### src/rtl/fifo_rd_arb_pkg.sv
// Shared types, defaults and helpers for the FIFO read-side arbiter.
package fifo_rd_arb_pkg;

   localparam int unsigned NUM_REQ_DEF   = 4;
   localparam int unsigned BURST_MAX_DEF = 8;
   localparam int unsigned LEN_W_DEF     = 4;
   localparam int unsigned STALL_MAX_DEF = 16;
   localparam int unsigned DATA_LAT_DEF  = 2;

   typedef enum logic [1:0] {
      IDLE  = 2'd0,
      BURST = 2'd1,
      DONE  = 2'd2
   } state_e;

   // Requested length -> pops actually issued: 0 still pops once, long requests are capped.
   function automatic int unsigned clamp_len(input int unsigned len, input int unsigned burst_max);
      if (len == 0) return 1;
      if (len > burst_max) return burst_max;
      return len;
   endfunction

endpackage

### src/rtl/d_ff_async.sv
// Generic register cell with asynchronous active-low reset.
//   clk   : clock
//   rst_n : async reset, active low, clears q_o
//   d_i   : next value
//   q_o   : registered value
module d_ff_async #(
   parameter int unsigned SIZE = 1
) (
   input  logic            clk,
   input  logic            rst_n,
   input  logic [SIZE-1:0] d_i,
   output logic [SIZE-1:0] q_o
);

   always_ff @(posedge clk or negedge rst_n) begin
      if (!rst_n) q_o <= '0;
      else        q_o <= d_i;
   end

endmodule

### src/rtl/rr_arbiter.sv
// Combinational round-robin pick: first set request at or after the pointer, wrapping.
//   req_i   : request vector
//   ptr_i   : highest-priority index this round
//   gnt_o   : one-hot winner (zero when nothing requests)
//   idx_o   : winner index
//   valid_o : some request is set
module rr_arbiter #(
   parameter  int unsigned NUM_REQ = 4,
   localparam int unsigned ID_W    = $clog2(NUM_REQ)
) (
   input  logic [NUM_REQ-1:0] req_i,
   input  logic [ID_W-1:0]    ptr_i,
   output logic [NUM_REQ-1:0] gnt_o,
   output logic [ID_W-1:0]    idx_o,
   output logic               valid_o
);

   logic [ID_W:0] cand;

   // Scan from the pointer outwards; the first hit locks the result.
   always_comb begin
      gnt_o   = '0;
      idx_o   = '0;
      valid_o = 1'b0;
      cand    = '0;
      for (int i = 0; i < int'(NUM_REQ); i++) begin
         cand = {1'b0, ptr_i} + (ID_W+1)'(i);
         if (cand >= (ID_W+1)'(NUM_REQ)) cand = cand - (ID_W+1)'(NUM_REQ);
         if (!valid_o && req_i[cand[ID_W-1:0]]) begin
            valid_o                = 1'b1;
            idx_o                  = cand[ID_W-1:0];
            gnt_o[cand[ID_W-1:0]] = 1'b1;
         end
      end
   end

endmodule

### src/rtl/fifo_rd_arbiter.sv
// Read-side controller for the async FIFO: round-robin grants a consumer, pops a
// burst of up to BURST_MAX words, tags returned beats with their owner and ends
// bursts that starve for STALL_MAX consecutive cycles.
//   r_clk, rrst_n : read clock, async active-low reset
//   req, req_len  : per-consumer request level and packed burst length
//   r_empty       : FIFO empty flag
//   r_en          : FIFO pop (combinational from r_empty)
//   gnt           : registered one-hot grant
//   rd_valid/rd_owner : read data valid and the consumer it belongs to
//   done, short   : end-of-burst pulse to the owner, short = ended by stall timeout
module fifo_rd_arbiter
   import fifo_rd_arb_pkg::*;
#(
   parameter  int unsigned NUM_REQ   = NUM_REQ_DEF,
   parameter  int unsigned BURST_MAX = BURST_MAX_DEF,
   parameter  int unsigned LEN_W     = LEN_W_DEF,
   parameter  int unsigned STALL_MAX = STALL_MAX_DEF,
   parameter  int unsigned DATA_LAT  = DATA_LAT_DEF,
   localparam int unsigned ID_W      = $clog2(NUM_REQ)
) (
   input  logic                     r_clk,
   input  logic                     rrst_n,
   input  logic [NUM_REQ-1:0]       req,
   input  logic [NUM_REQ*LEN_W-1:0] req_len,
   input  logic                     r_empty,
   output logic                     r_en,
   output logic [NUM_REQ-1:0]       gnt,
   output logic                     rd_valid,
   output logic [ID_W-1:0]          rd_owner,
   output logic [NUM_REQ-1:0]       done,
   output logic                     short
);

   localparam int unsigned CNT_W  = $clog2(BURST_MAX + 1);
   localparam int unsigned STL_W  = $clog2(STALL_MAX + 1);
   localparam int unsigned PIPE_W = ID_W + 1;

   state_e             state_q, state_d;
   logic [ID_W-1:0]    ptr_q, ptr_d;
   logic [ID_W-1:0]    owner_q, owner_d;
   logic [CNT_W-1:0]   remaining_q, remaining_d;
   logic [STL_W-1:0]   stall_q, stall_d;
   logic [NUM_REQ-1:0] gnt_q, gnt_d;
   logic [NUM_REQ-1:0] done_q, done_d;
   logic               short_q, short_d;

   logic [NUM_REQ-1:0] win_gnt;
   logic [ID_W-1:0]    win_idx;
   logic               win_valid;
   logic [LEN_W-1:0]   len_arr [NUM_REQ];
   logic [LEN_W-1:0]   win_len;
   logic               pop;

   rr_arbiter #(.NUM_REQ(NUM_REQ)) u_arb (
      .req_i   (req),
      .ptr_i   (ptr_q),
      .gnt_o   (win_gnt),
      .idx_o   (win_idx),
      .valid_o (win_valid)
   );

   // Unpack per-consumer lengths so the winner's field is a plain array lookup.
   for (genvar i = 0; i < int'(NUM_REQ); i++) begin : g_len
      assign len_arr[i] = req_len[i*LEN_W +: LEN_W];
   end
   assign win_len = len_arr[win_idx];

   // Pops only inside a burst with words left; remaining is never 0 in BURST but guard anyway.
   assign pop  = (state_q == BURST) && !r_empty && (remaining_q != '0);
   assign r_en = pop;

   // State and counter registers.
   always_ff @(posedge r_clk or negedge rrst_n) begin
      if (!rrst_n) begin
         state_q     <= IDLE;
         ptr_q       <= '0;
         owner_q     <= '0;
         remaining_q <= '0;
         stall_q     <= '0;
         gnt_q       <= '0;
         done_q      <= '0;
         short_q     <= 1'b0;
      end else begin
         state_q     <= state_d;
         ptr_q       <= ptr_d;
         owner_q     <= owner_d;
         remaining_q <= remaining_d;
         stall_q     <= stall_d;
         gnt_q       <= gnt_d;
         done_q      <= done_d;
         short_q     <= short_d;
      end
   end

   // Next-state and registered-output decode.
   always_comb begin
      state_d     = state_q;
      ptr_d       = ptr_q;
      owner_d     = owner_q;
      remaining_d = remaining_q;
      stall_d     = stall_q;
      gnt_d       = gnt_q;
      done_d      = '0;
      short_d     = 1'b0;

      unique case (state_q)
         IDLE: begin
            if (win_valid) begin
               state_d     = BURST;
               gnt_d       = win_gnt;
               owner_d     = win_idx;
               remaining_d = CNT_W'(clamp_len(32'(win_len), BURST_MAX));
               stall_d     = '0;
            end
         end

         BURST: begin
            if (pop) begin
               remaining_d = remaining_q - CNT_W'(1);
               stall_d     = '0;
            end else if (r_empty && (stall_q != STL_W'(STALL_MAX))) begin
               stall_d = stall_q + STL_W'(1);
            end

            // gnt_q is one-hot on the owner, so it doubles as the done vector.
            if (pop && (remaining_q == CNT_W'(1))) begin
               state_d = DONE;
               gnt_d   = '0;
               done_d  = gnt_q;
            end else if (stall_d == STL_W'(STALL_MAX)) begin
               state_d = DONE;
               gnt_d   = '0;
               done_d  = gnt_q;
               short_d = 1'b1;
            end
         end

         DONE: begin
            state_d = IDLE;
            ptr_d   = (owner_q == ID_W'(NUM_REQ - 1)) ? '0 : owner_q + ID_W'(1);
         end

         default: state_d = IDLE;
      endcase
   end

   assign gnt   = gnt_q;
   assign done  = done_q;
   assign short = short_q;

   // Beat tagging: (valid, owner) travels DATA_LAT stages alongside the FIFO read latency.
   logic [PIPE_W-1:0] pipe [DATA_LAT+1];
   assign pipe[0] = {pop, owner_q};

   for (genvar s = 0; s < int'(DATA_LAT); s++) begin : g_pipe
      d_ff_async #(.SIZE(PIPE_W)) u_stage (
         .clk   (r_clk),
         .rst_n (rrst_n),
         .d_i   (pipe[s]),
         .q_o   (pipe[s+1])
      );
   end

   assign rd_valid = pipe[DATA_LAT][ID_W];
   assign rd_owner = pipe[DATA_LAT][ID_W-1:0];

endmodule

### config.mk
export PLATFORM = sky130hd
export DESIGN_NAME = fifo_rd_arbiter
export DESIGN_NICKNAME = d
export VERILOG_FILES = /design/src/rtl/fifo_rd_arb_pkg.sv /design/src/rtl/d_ff_async.sv /design/src/rtl/rr_arbiter.sv /design/src/rtl/fifo_rd_arbiter.sv
export SDC_FILE = /design/constraint.sdc
export NUM_CORES = 1
export LEC_CHECK = 0
export CAP_MARGIN = 20
export CORE_MARGIN = 3
export CORE_UTILIZATION = 44
export CTS_CLUSTER_SIZE = 25
export DETAILED_ROUTE_END_ITERATION = 12
export PLACE_DENSITY = 0.72
export SETUP_SLACK_MARGIN = 0.02
export SLEW_MARGIN = 20
export SYNTH_ARGS = -nofsm -noshare
export SYNTH_HDL_FRONTEND = slang
export SYNTH_SLANG_ARGS = --single-unit
### constraint.sdc
create_clock -name r_clk -period 3.3 [get_ports r_clk]
set_input_delay 0.66 -clock r_clk [delete_from_list [all_inputs] [get_ports r_clk]]
set_output_delay 0.66 -clock r_clk [all_outputs]
set_load 0.05 [all_outputs]
==> results of run 1 <==
## final timing paths
check / to / slack [ns] / depth (start not counted)
worst min-delay path: g_pipe[1].u_stage.q_o[2] / 0.35 / 0
worst max-delay path: remaining_q[0] / 0.30 / 9
max in group asynchronous: remaining_q[3] / 2.25 / 2
min in group asynchronous: done[2] / 0.78 / 2
worst max register to register: remaining_q[0] / 0.30 / 9
worst min register to register: g_pipe[1].u_stage.q_o[2] / 0.35 / 0
## stage by stage
| step | hold slack [ns] | total power, mW | worst slack [ns] | area, um2 |
|---|---|---|---|---|
| after floorplan | 0.3312 | 1.550 | 0.1035 | 2034 |
| after global placement | 0.3319 | 1.838 | 0.1170 | 2474 |
| after detailed placement | 0.3372 | 1.867 | 0.04158 | 2474 |
| after CTS | 0.3513 | 2.329 | 0.2880 | 2616 |
| after global routing | 0.3549 | 2.486 | 0.1135 | 2616 |
| final | 0.3489 | 2.313 | 0.3001 | 2616 |
## area by class of cell
cell class | instances | area, um2 | area share (%)
multi-input cells | 151 | 1176 | 44.95
flip-flops and latches | 30 | 750.7 | 28.69
repair buffers | 47 | 450.4 | 17.22
clock buffers | 6 | 82.58 | 3.156
well taps | 52 | 65.06 | 2.487
clock inverters | 2 | 60.06 | 2.296
inverters | 8 | 31.28 | 1.196
## routing by layer
metal | up-vias | wire [um] | GRT usage (%)
met5 | - | 0 | 0
met1 | 795 | 1880 | 19.54
met4 | 0 | 50 | 6.237
met3 | 5 | 158 | 2.838
li1 | 832 | - | -
met2 | 33 | 1976 | 28.15
## flip-flops by register name (all words and copies together), names as in the netlist
signal and count:
owner_q 2, ptr_q 2, short 1, gnt 4, done 4, g_pipe.u_stage.q_o 6
remaining_q 4, state_q 2, stall_q 5
## worst max-delay path, stage by stage (launching register included)
cell	delay [ns]
dfrtp_1	0.35
inv_1	0.11
ha_1	0.44
mux4_2	0.62
a21o_1	0.20
a22o_1	0.34
mux2i_1	0.17
mux2_2	0.29
a221oi_2	0.27
o21ai_1	0.09
## logic make-up (layout without fill, tap and decap cells)
| group | after synthesis | in the layout | synth area share [%] |
|---|---|---|---|
| xor+xnor | 2 | 2 | 0.8612 |
| simple gates | 63 | 63 | 16.30 |
| flops | 30 | 30 | 36.90 |
| buf+inv | 19 | 63 | 5.288 |
| compound gates | 49 | 49 | 17.47 |
| mux | 24 | 24 | 15.19 |
| fa+ha+maj | 13 | 13 | 7.995 |
## power groups by stage
stage	logic [mW]	clock network, mW	registers [mW]
after floorplan	0.842	0	0.708
final	1.28	0.455	0.575
after global routing	1.42	0.479	0.591
after detailed placement	1.29	0	0.581
after CTS	1.29	0.463	0.575
after global placement	1.26	0	0.577
## cells in the final DEF, fill, tap and decap left out, types with 2 or more instances in the layout
cell type        instances
a21o_1                   3
a21oi_1                  5
a221oi_1                 4
a22o_1                   3
a22oi_1                  4
a311oi_1                 3
and3_1                   8
buf_4                   12
bufinv_16                2
clkbuf_8                 6
clkdlybuf4s50_1         34
dfrtp_1                 30
ha_1                    13
inv_1                    6
mux2_1                   2
mux2_2                   7
mux2i_1                 11
mux4_1                   2
mux4_2                   2
nand2_1                 16
nand2b_1                 6
nand4_1                  2
nor2_1                  15
nor2b_1                  4
nor4b_1                  2
o21ai_0                  8
o21ai_1                  4
o221ai_1                 2
o22ai_1                  4
xor2_1                   2
## cell usage after synthesis (all sizes together) (4+ instances only)
cell,instances,area (um2)
a21oi,5,25.02
a221oi,5,50.04
a22o,4,36.29
a22oi,4,30.03
and3,8,50.05
buf,8,65.06
dfrtp,30,750.7
ha,13,162.7
inv,7,26.27
mux2,9,101.4
mux2i,11,110.1
mux4,4,97.59
nand2,16,60.06
nand2b,6,37.54
nor2,15,56.30
nor2b,5,38.78
o21ai,12,60.06
o22ai,4,25.02
==> flow_metrics.env, run 1 <==
export IMPL_cap_violations=0
export IMPL_hold_path_class="reg2reg"
export IMPL_first_pass_iters=4
export IMPL_drc=0
export IMPL_grt_max_degree=31
export IMPL_worstSetupStartpointType="register"
export IMPL_syn_num_nets=236
export IMPL_slew_headroom_pct=67.00
export IMPL_required_ns=3.45
export IMPL_setup_viol=0
export IMPL_min_period_ns=3.000
export IMPL_fmax_mhz=333.3
export IMPL_insertedDiodeCount=0
export IMPL_vias_per_cell=5.625
export IMPL_max_vdd_ir_drop_mv=0.3516
export IMPL_cts_root_buf="clkbuf_8"
export IMPL_cts_setup_buffers=0
export IMPL_syn2layout_area_growth_pct=28.60
export IMPL_p_sw_mw=0.9388
export IMPL_drtIter0Drc=46
export IMPL_swShare_pct=40.59
export IMPL_hold_viol=0
export IMPL_gp_congestion=0.7980
export IMPL_cts_resized=0
export IMPL_hold_path_startpoint="g_pipe[0].u_stage.q_o[2]"
export IMPL_core_um2=4414
export IMPL_leakage_nw=1.168
export IMPL_insertion_delay_ns=0.28
export IMPL_clk_pin_slew_ns=0.06
export IMPL_tns_ns=0
export IMPL_rows=24
export IMPL_cts_sinks=30
export IMPL_yosysWarnings=0
export IMPL_power_density_nw_per_um2=884.0
export IMPL_grt_use_total_pct=16.05
export IMPL_finClkSkew_ns=0.006373
export IMPL_dp_cells=288
export IMPL_numCtsBuffers=5
export IMPL_ios=36
export IMPL_cts_path_max_buffers=2
export IMPL_ctsHtreeMaxLevel=2
export IMPL_start_util_pct=46.09
export IMPL_nets=279
export IMPL_cp_arrival_ns=3.15
export IMPL_dp_hpwl_mm=3.117
export IMPL_io_buffers=35
export IMPL_combPwrFrac_pct=55.5
export IMPL_fp_dieW_um=74
export IMPL_power_frac_seq_pct=24.8
export IMPL_worst_slew_pin_slew_ns=0.4935
export IMPL_wire_per_inst_um=13.73
export IMPL_r2r_start="ptr_q[1]"
export IMPL_stdcell_count=296
export IMPL_internal_power_mw=1.374
export IMPL_ys_ff_latch=30
export IMPL_cts_tree="built"
export IMPL_synth_area_um2=2034
export IMPL_die_h_um=74
export IMPL_crit_start="ptr_q[1]"
export IMPL_num_vias=1665
export IMPL_synth_async_reset_ratio_pct=100.0
export IMPL_yosysUniqueCellTypes=50
export IMPL_clock_power_share_pct=19.7
export IMPL_criticalPathCategory="reg2reg"
export IMPL_avgSynthCellArea_um2=10.17
export IMPL_dieArea_um2=5476
export IMPL_fill_cells=379
export IMPL_routed_wl_mm=4.065
export IMPL_grt_pass1_wl_mm=6.955
export IMPL_crit_path_max_fanout=7
export IMPL_timing_max_transition_violations_final=0
export IMPL_status="complete, no violations"
export IMPL_rsz0062_at_grt="false"
export IMPL_ys_seq_area_share_pct=36.90
export IMPL_cp_end_kind="register"
export IMPL_syn_inst=200
export IMPL_globalRouteOverflowTotal=0
export IMPL_synth_flop_cell="dfrtp_1"
export IMPL_drtAntennaViolNets=0
export IMPL_finalCritPeriodShare_pct=90.91
export IMPL_hold_buffers=0
export IMPL_final_util_pct=59.27
export IMPL_synth_edf_count=0
export IMPL_layout_drive_gt1_share_pct=14.75
export IMPL_antenna_found_initial=0
export IMPL_grt_pass1_vias=1563
(Power assumes the default switching activity.)
==> run 2, diff against run 1 <==
- CORE_ASPECT_RATIO: unset -> 1.75
- PLACE_DENSITY: 0.72 -> 0.69
==> run 2 against run 1 <==
Clock power barely moved. Critical path type unchanged. Final cell count is 0.34% lower. Die area increased by 0.58%. Highest routed layer unchanged. Global-route usage up 0.38 points. Cell area about the same. Setup slack better by 0.056 ns. Register-to-register slack improved by 0.06 ns. Sequential power barely moved. Flip-flop and latch count did not move. Largest cell class unchanged. Wire length grew 4.7%.
==> flow_metrics.env, run 2 (synthesis results as in run 1) <==
export IMPL_num_vias=1669
export IMPL_insertion_delay_ns=0.28
export IMPL_globalRouteOverflowTotal=0
export IMPL_hold_worst_slack_ns=0.3496
export IMPL_max_vdd_ir_drop_mv=0.6597
export IMPL_final_common_cell="clkdlybuf4s50_1"
export IMPL_timing_max_transition_violations_final=0
export IMPL_grt_pass1_wl_mm=7.107
export IMPL_routed_wl_mm=4.256
export IMPL_gp_congestion=0.7660
export IMPL_grt_pass1_vias=1675
export IMPL_grt_max_degree=31
export IMPL_hold_buffers=0
export IMPL_cts_tree="built"
export IMPL_cap_violations=0
export IMPL_cts_path_max_buffers=2
export IMPL_rsz0062_at_grt="false"
export IMPL_fp_dieW_um=57.40
export IMPL_leakage_nw=1.168
export IMPL_setup_viol=0
export IMPL_numCtsBuffers=5
export IMPL_top_regs="g_pipe.u_stage.q_o: 6 flops, stall_q: 5 flops"
export IMPL_worstSetupStartpointType="register"
export IMPL_slew_headroom_pct=66.74
export IMPL_power_density_nw_per_um2=884.5
export IMPL_placed_area_um2=2472
export IMPL_wire_per_inst_um=14.43
export IMPL_largest_reg_flops=6
export IMPL_layout_drive_gt1_share_pct=14.75
export IMPL_vias_per_cell=5.658
export IMPL_antenna_found_initial=0
export IMPL_cp_arrival_ns=3.11
export IMPL_dp_cells=287
export IMPL_hold_path_class="reg2reg"
export IMPL_dieArea_um2=5508
export IMPL_syn2layout_area_growth_pct=28.54
export IMPL_regMostFlops="g_pipe.u_stage.q_o"
export IMPL_required_ns=3.46
export IMPL_start_util_pct=45.78
export IMPL_core_um2=4444
export IMPL_ctsHtreeMaxLevel=2
export IMPL_die_h_um=95.95
export IMPL_status="complete, no violations"
export IMPL_finClkSkew_ns=0.002080
export IMPL_cp_end_kind="register"
export IMPL_dp_hpwl_mm=3.372
export IMPL_fill_cells=380
export IMPL_multi_input_area_um2=1176
export IMPL_cts_setup_buffers=0
export IMPL_crit_path_max_fanout=7
export IMPL_ios=36
export IMPL_finalCritPeriodShare_pct=89.21
export IMPL_worst_slew_pin_slew_ns=0.4973
export IMPL_tns_ns=0
export IMPL_io_buffers=35
export IMPL_cts_resized=0
export IMPL_hold_viol=0
export IMPL_first_pass_iters=4
export IMPL_drtAntennaViolNets=0
export IMPL_grt_use_total_pct=16.43
export IMPL_final_util_pct=58.84
export IMPL_drtIter0Drc=44
export IMPL_nets=279
export IMPL_regArea_um2=750.7
export IMPL_criticalPathCategory="reg2reg"
export IMPL_clk_pin_slew_ns=0.06
export IMPL_stdcell_count=295
export IMPL_insertedDiodeCount=0
export IMPL_cts_sinks=30
export IMPL_rows=32
export IMPL_cts_root_buf="clkbuf_8"
export IMPL_stdcell_area_um2=2615
export IMPL_drc=0
export IMPL_min_period_ns=2.944
export IMPL_layout_common_cells="clkdlybuf4s50_1, dfrtp_1, nand2_1"
export IMPL_fmax_mhz=339.7
-- run 2: cell counts in the layout (fill, tap and decap cells not counted) --
No cell type changed its count.
-- run 2: metrics by stage --
stage                     setup WS (ns)  total power [mW]
after floorplan                  0.1035             1.550
after global placement          0.08168             1.852
after detailed placement        0.07069             1.875
after CTS                        0.3376             2.336
after global routing             0.1579             2.480
final                            0.3559             2.313
-- run 2: final cells by class --
cell class,instances,share of cell area (%)
Tap cell,51,2.440
Sequential cell,30,28.71
Inverter,8,1.196
Multi-Input combinational cell,151,44.98
Timing Repair Buffer,47,17.22
Clock buffer,6,3.158
Clock inverter,2,2.297
-- run 2: per-layer routing --
| layer | global-route usage, % | vias to the layer above | share of wire, % |
|---|---|---|---|
| li1 | - | 823 | - |
| met1 | 16.13 | 805 | 37 |
| met2 | 31.98 | 32 | 57 |
| met3 | 2.550 | 9 | 2.7 |
| met4 | 8.317 | 0 | 2.9 |
| met5 | 0 | - | 0 |
-- run 2: worst paths after layout --
kind,from,to,slack (ns),depth (start not counted)
worst max-delay path,ptr_q[1],remaining_q[0],0.36,9
worst min-delay path,g_pipe[0].u_stage.q_o[0],g_pipe[1].u_stage.q_o[0],0.35,0
worst max register to register,ptr_q[1],remaining_q[0],0.36,9
worst min register to register,g_pipe[0].u_stage.q_o[0],g_pipe[1].u_stage.q_o[0],0.35,0
max in group asynchronous,rrst_n,stall_q[0],2.25,2
min in group asynchronous,rrst_n,done[0],0.77,2
-- run 2: worst max-delay path: stages, from the launching register on --
cell	delay, ns
dfrtp_1	0.35
inv_1	0.11
ha_1	0.43
mux4_2	0.60
a21o_1	0.19
a22o_1	0.34
mux2i_1	0.17
mux2_2	0.28
a221oi_2	0.27
o21ai_1	0.08
-- run 2: where the power goes --
part | internal (mW) | switching [mW] | total, mW | leakage (nW)
Clock | 0.322 | 0.136 | 0.457 | 0.0714
Combinational | 0.566 | 0.716 | 1.28 | 0.706
Sequential | 0.487 | 0.0868 | 0.574 | 0.390
Total | 1.37 | 0.938 | 2.31 | 1.17
==> run 3, diff against run 2 <==
- CORE_MARGIN: 3 -> unset
- PLACE_DENSITY: 0.69 -> 0.67
- RECOVER_POWER: unset -> 100
- clock period: 3.3 -> 3.7 ns (I/O delays scaled with it)
==> run 3 against run 2 <==
The run now ends with max-capacitance violations, max-slew violations left. Final cell count decreased by 1.7%. Global-route usage increased by 2.6 points. Highest routed layer unchanged. Flip-flop and latch count unchanged. Critical path type is now in2out. Setup slack got worse by 0.033 ns. Die area decreased by 11%. Clock skew increased by 0.0052 ns. Clock-buffer cell count unchanged. Total power decreased by 20%. Combinational power decreased by 16%. Wire length decreased by 4.0%. Clock power decreased by 41%.
==> flow_metrics.env, run 3 (synthesis results as in run 1) <==
export IMPL_fmax_mhz=296.1
export IMPL_swShare_pct=44.48
export IMPL_hold_worst_slack_ns=0.3476
export IMPL_num_vias=1641
export IMPL_die_h_um=91.95
export IMPL_cts_path_max_buffers=2
export IMPL_p_sw_mw=0.8229
export IMPL_io_buffers=35
export IMPL_setup_viol=0
export IMPL_vias_per_cell=5.659
export IMPL_worst_slew_pin_slew_ns=1.525
export IMPL_placed_area_um2=2422
export IMPL_insertedDiodeCount=0
export IMPL_wl_met3_um=94
export IMPL_grt_pass1_wl_mm=6.955
export IMPL_worstSetupStartpointType="input port"
export IMPL_stdcell_area_um2=2499
export IMPL_cts_sinks=30
export IMPL_dp_slack_ns=0.2406
export IMPL_internal_power_mw=1.027
export IMPL_grt_use_total_pct=19.04
export IMPL_power_frac_seq_pct=27.6
export IMPL_antenna_found_initial=0
export IMPL_cts_resized=0
export IMPL_min_period_ns=3.377
export IMPL_tns_ns=0
export IMPL_largest_reg_flops=6
export IMPL_cap_violations=1
export IMPL_fp_dieW_um=53.40
export IMPL_routed_wl_mm=4.087
export IMPL_top_layer="met4"
export IMPL_timing_max_transition_violations_final=31
export IMPL_wire_per_inst_um=14.09
export IMPL_rows=32
export IMPL_first_pass_iters=4
export IMPL_rrSetupSlack_ns=0.62
export IMPL_met1Wirelength_mm=1.619
export IMPL_layout_common_cells="dfrtp_1, clkdlybuf4s50_1, nand2_1"
export IMPL_cp_end_kind="output port"
export IMPL_leakage_nw=1.139
export IMPL_combPwrFrac_pct=57.8
export IMPL_finalCritPeriodShare_pct=91.28
export IMPL_crit_path_max_fanout=11
export IMPL_hold_buffers=0
export IMPL_route_met2_wl_mm=2.284
export IMPL_criticalPathCategory="in2out"
export IMPL_core_um2=4404
export IMPL_hold_path_class="reg2reg"
export IMPL_clock_power_share_pct=14.6
export IMPL_required_ns=2.96
export IMPL_top_regs="g_pipe.u_stage.q_o: 6 flops, stall_q: 5 flops"
export IMPL_syn2layout_area_growth_pct=22.82
export IMPL_rsz0062_at_grt="false"
export IMPL_hold_viol=0
export IMPL_worst_slack_ns=0.3227
export IMPL_ctsHtreeMaxLevel=2
export IMPL_dieArea_um2=4910
export IMPL_ios=36
export IMPL_dp_hpwl_mm=3.198
export IMPL_finClkSkew_ns=0.007323
export IMPL_slew_headroom_pct=-1.656
export IMPL_status="finished with violations"
export IMPL_nets=274
export IMPL_cts_setup_buffers=0
export IMPL_globalRouteOverflowTotal=0
export IMPL_cts_tree="built"
export IMPL_insertion_delay_ns=0.28
export IMPL_layout_drive_gt1_share_pct=11.30
export IMPL_regMostFlops="g_pipe.u_stage.q_o"
export IMPL_grt_max_degree=31
export IMPL_final_common_cell="dfrtp_1"
export IMPL_drtAntennaViolNets=0
export IMPL_gp_congestion=0.7982
export IMPL_clk_pin_slew_ns=0.07
export IMPL_cp_arrival_ns=2.64
export IMPL_grt_pass1_vias=1583
export IMPL_power_density_nw_per_um2=740.3
export IMPL_fill_cells=410
export IMPL_drtIter0Drc=39
export IMPL_numCtsBuffers=5
export IMPL_max_vdd_ir_drop_mv=0.5068
export IMPL_drc=0
export IMPL_cts_root_buf="clkbuf_8"
export IMPL_violations="max-capacitance violations, max-slew violations"
export IMPL_start_util_pct=46.19
[run 3: cell types whose count changed in the layout (fill, tap and decap cells not counted), sizes merged]
cell           change
bufinv             -2
buf                -7
clkbuf             +2
dlygate4sd3       +15
clkinvlp           +1
clkdlybuf4s50     -15
clkinv             +1
[run 3: layout make-up]
type | count | area (um2) | share of cell area [%]
Clock inverter | 2 | 12.51 | 0.5008
Clock buffer | 6 | 82.58 | 3.305
Tap cell | 51 | 63.81 | 2.554
Sequential cell | 30 | 750.7 | 30.05
Multi-Input combinational cell | 151 | 1165 | 46.62
Inverter | 8 | 31.28 | 1.252
Timing Repair Buffer | 42 | 392.9 | 15.72
[run 3: final timing paths]
path | from | endpoint | cells after the start
max | r_empty | r_en | 3
min | g_pipe[0].u_stage.q_o[0] | g_pipe[1].u_stage.q_o[0] | 0
max reg2reg | ptr_q[0] | remaining_q[0] | 9
min reg2reg | g_pipe[0].u_stage.q_o[0] | g_pipe[1].u_stage.q_o[0] | 0
max in group asynchronous | rrst_n | stall_q[0] | 2
min in group asynchronous | rrst_n | done[3] | 2
[run 3: power groups by stage]
stage                     Sequential, mW  Clock (mW)  Combinational, mW
after floorplan                    0.632           0              0.751
after global placement             0.517           0               1.10
after detailed placement           0.519           0               1.11
after CTS                          0.514       0.277               1.11
after global routing               0.525       0.295               1.19
final                              0.510       0.271               1.07
[run 3: per-layer routing]
layer  global-route usage, %  vias up
li1                        -      819
met1                   20.66      788
met2                   34.27       29
met3                   2.653        5
met4                   8.553        0
met5                       0        -
[run 3: stage by stage]
step | instances | power (mW) | util (%)
floorplan | 200 | 1.383 | -
global placement | 282 | 1.616 | 55.00
detailed placement | 282 | 1.627 | 55.00
CTS | 290 | 1.901 | 57.16
global route | 290 | 2.007 | 56.73
finish | 290 | 1.850 | 56.73
[run 3: worst max-delay path: stages]
cell,delay (ns)
dlygate4sd3_1,0.61
a211oi_1,0.93
buf_4,0.36
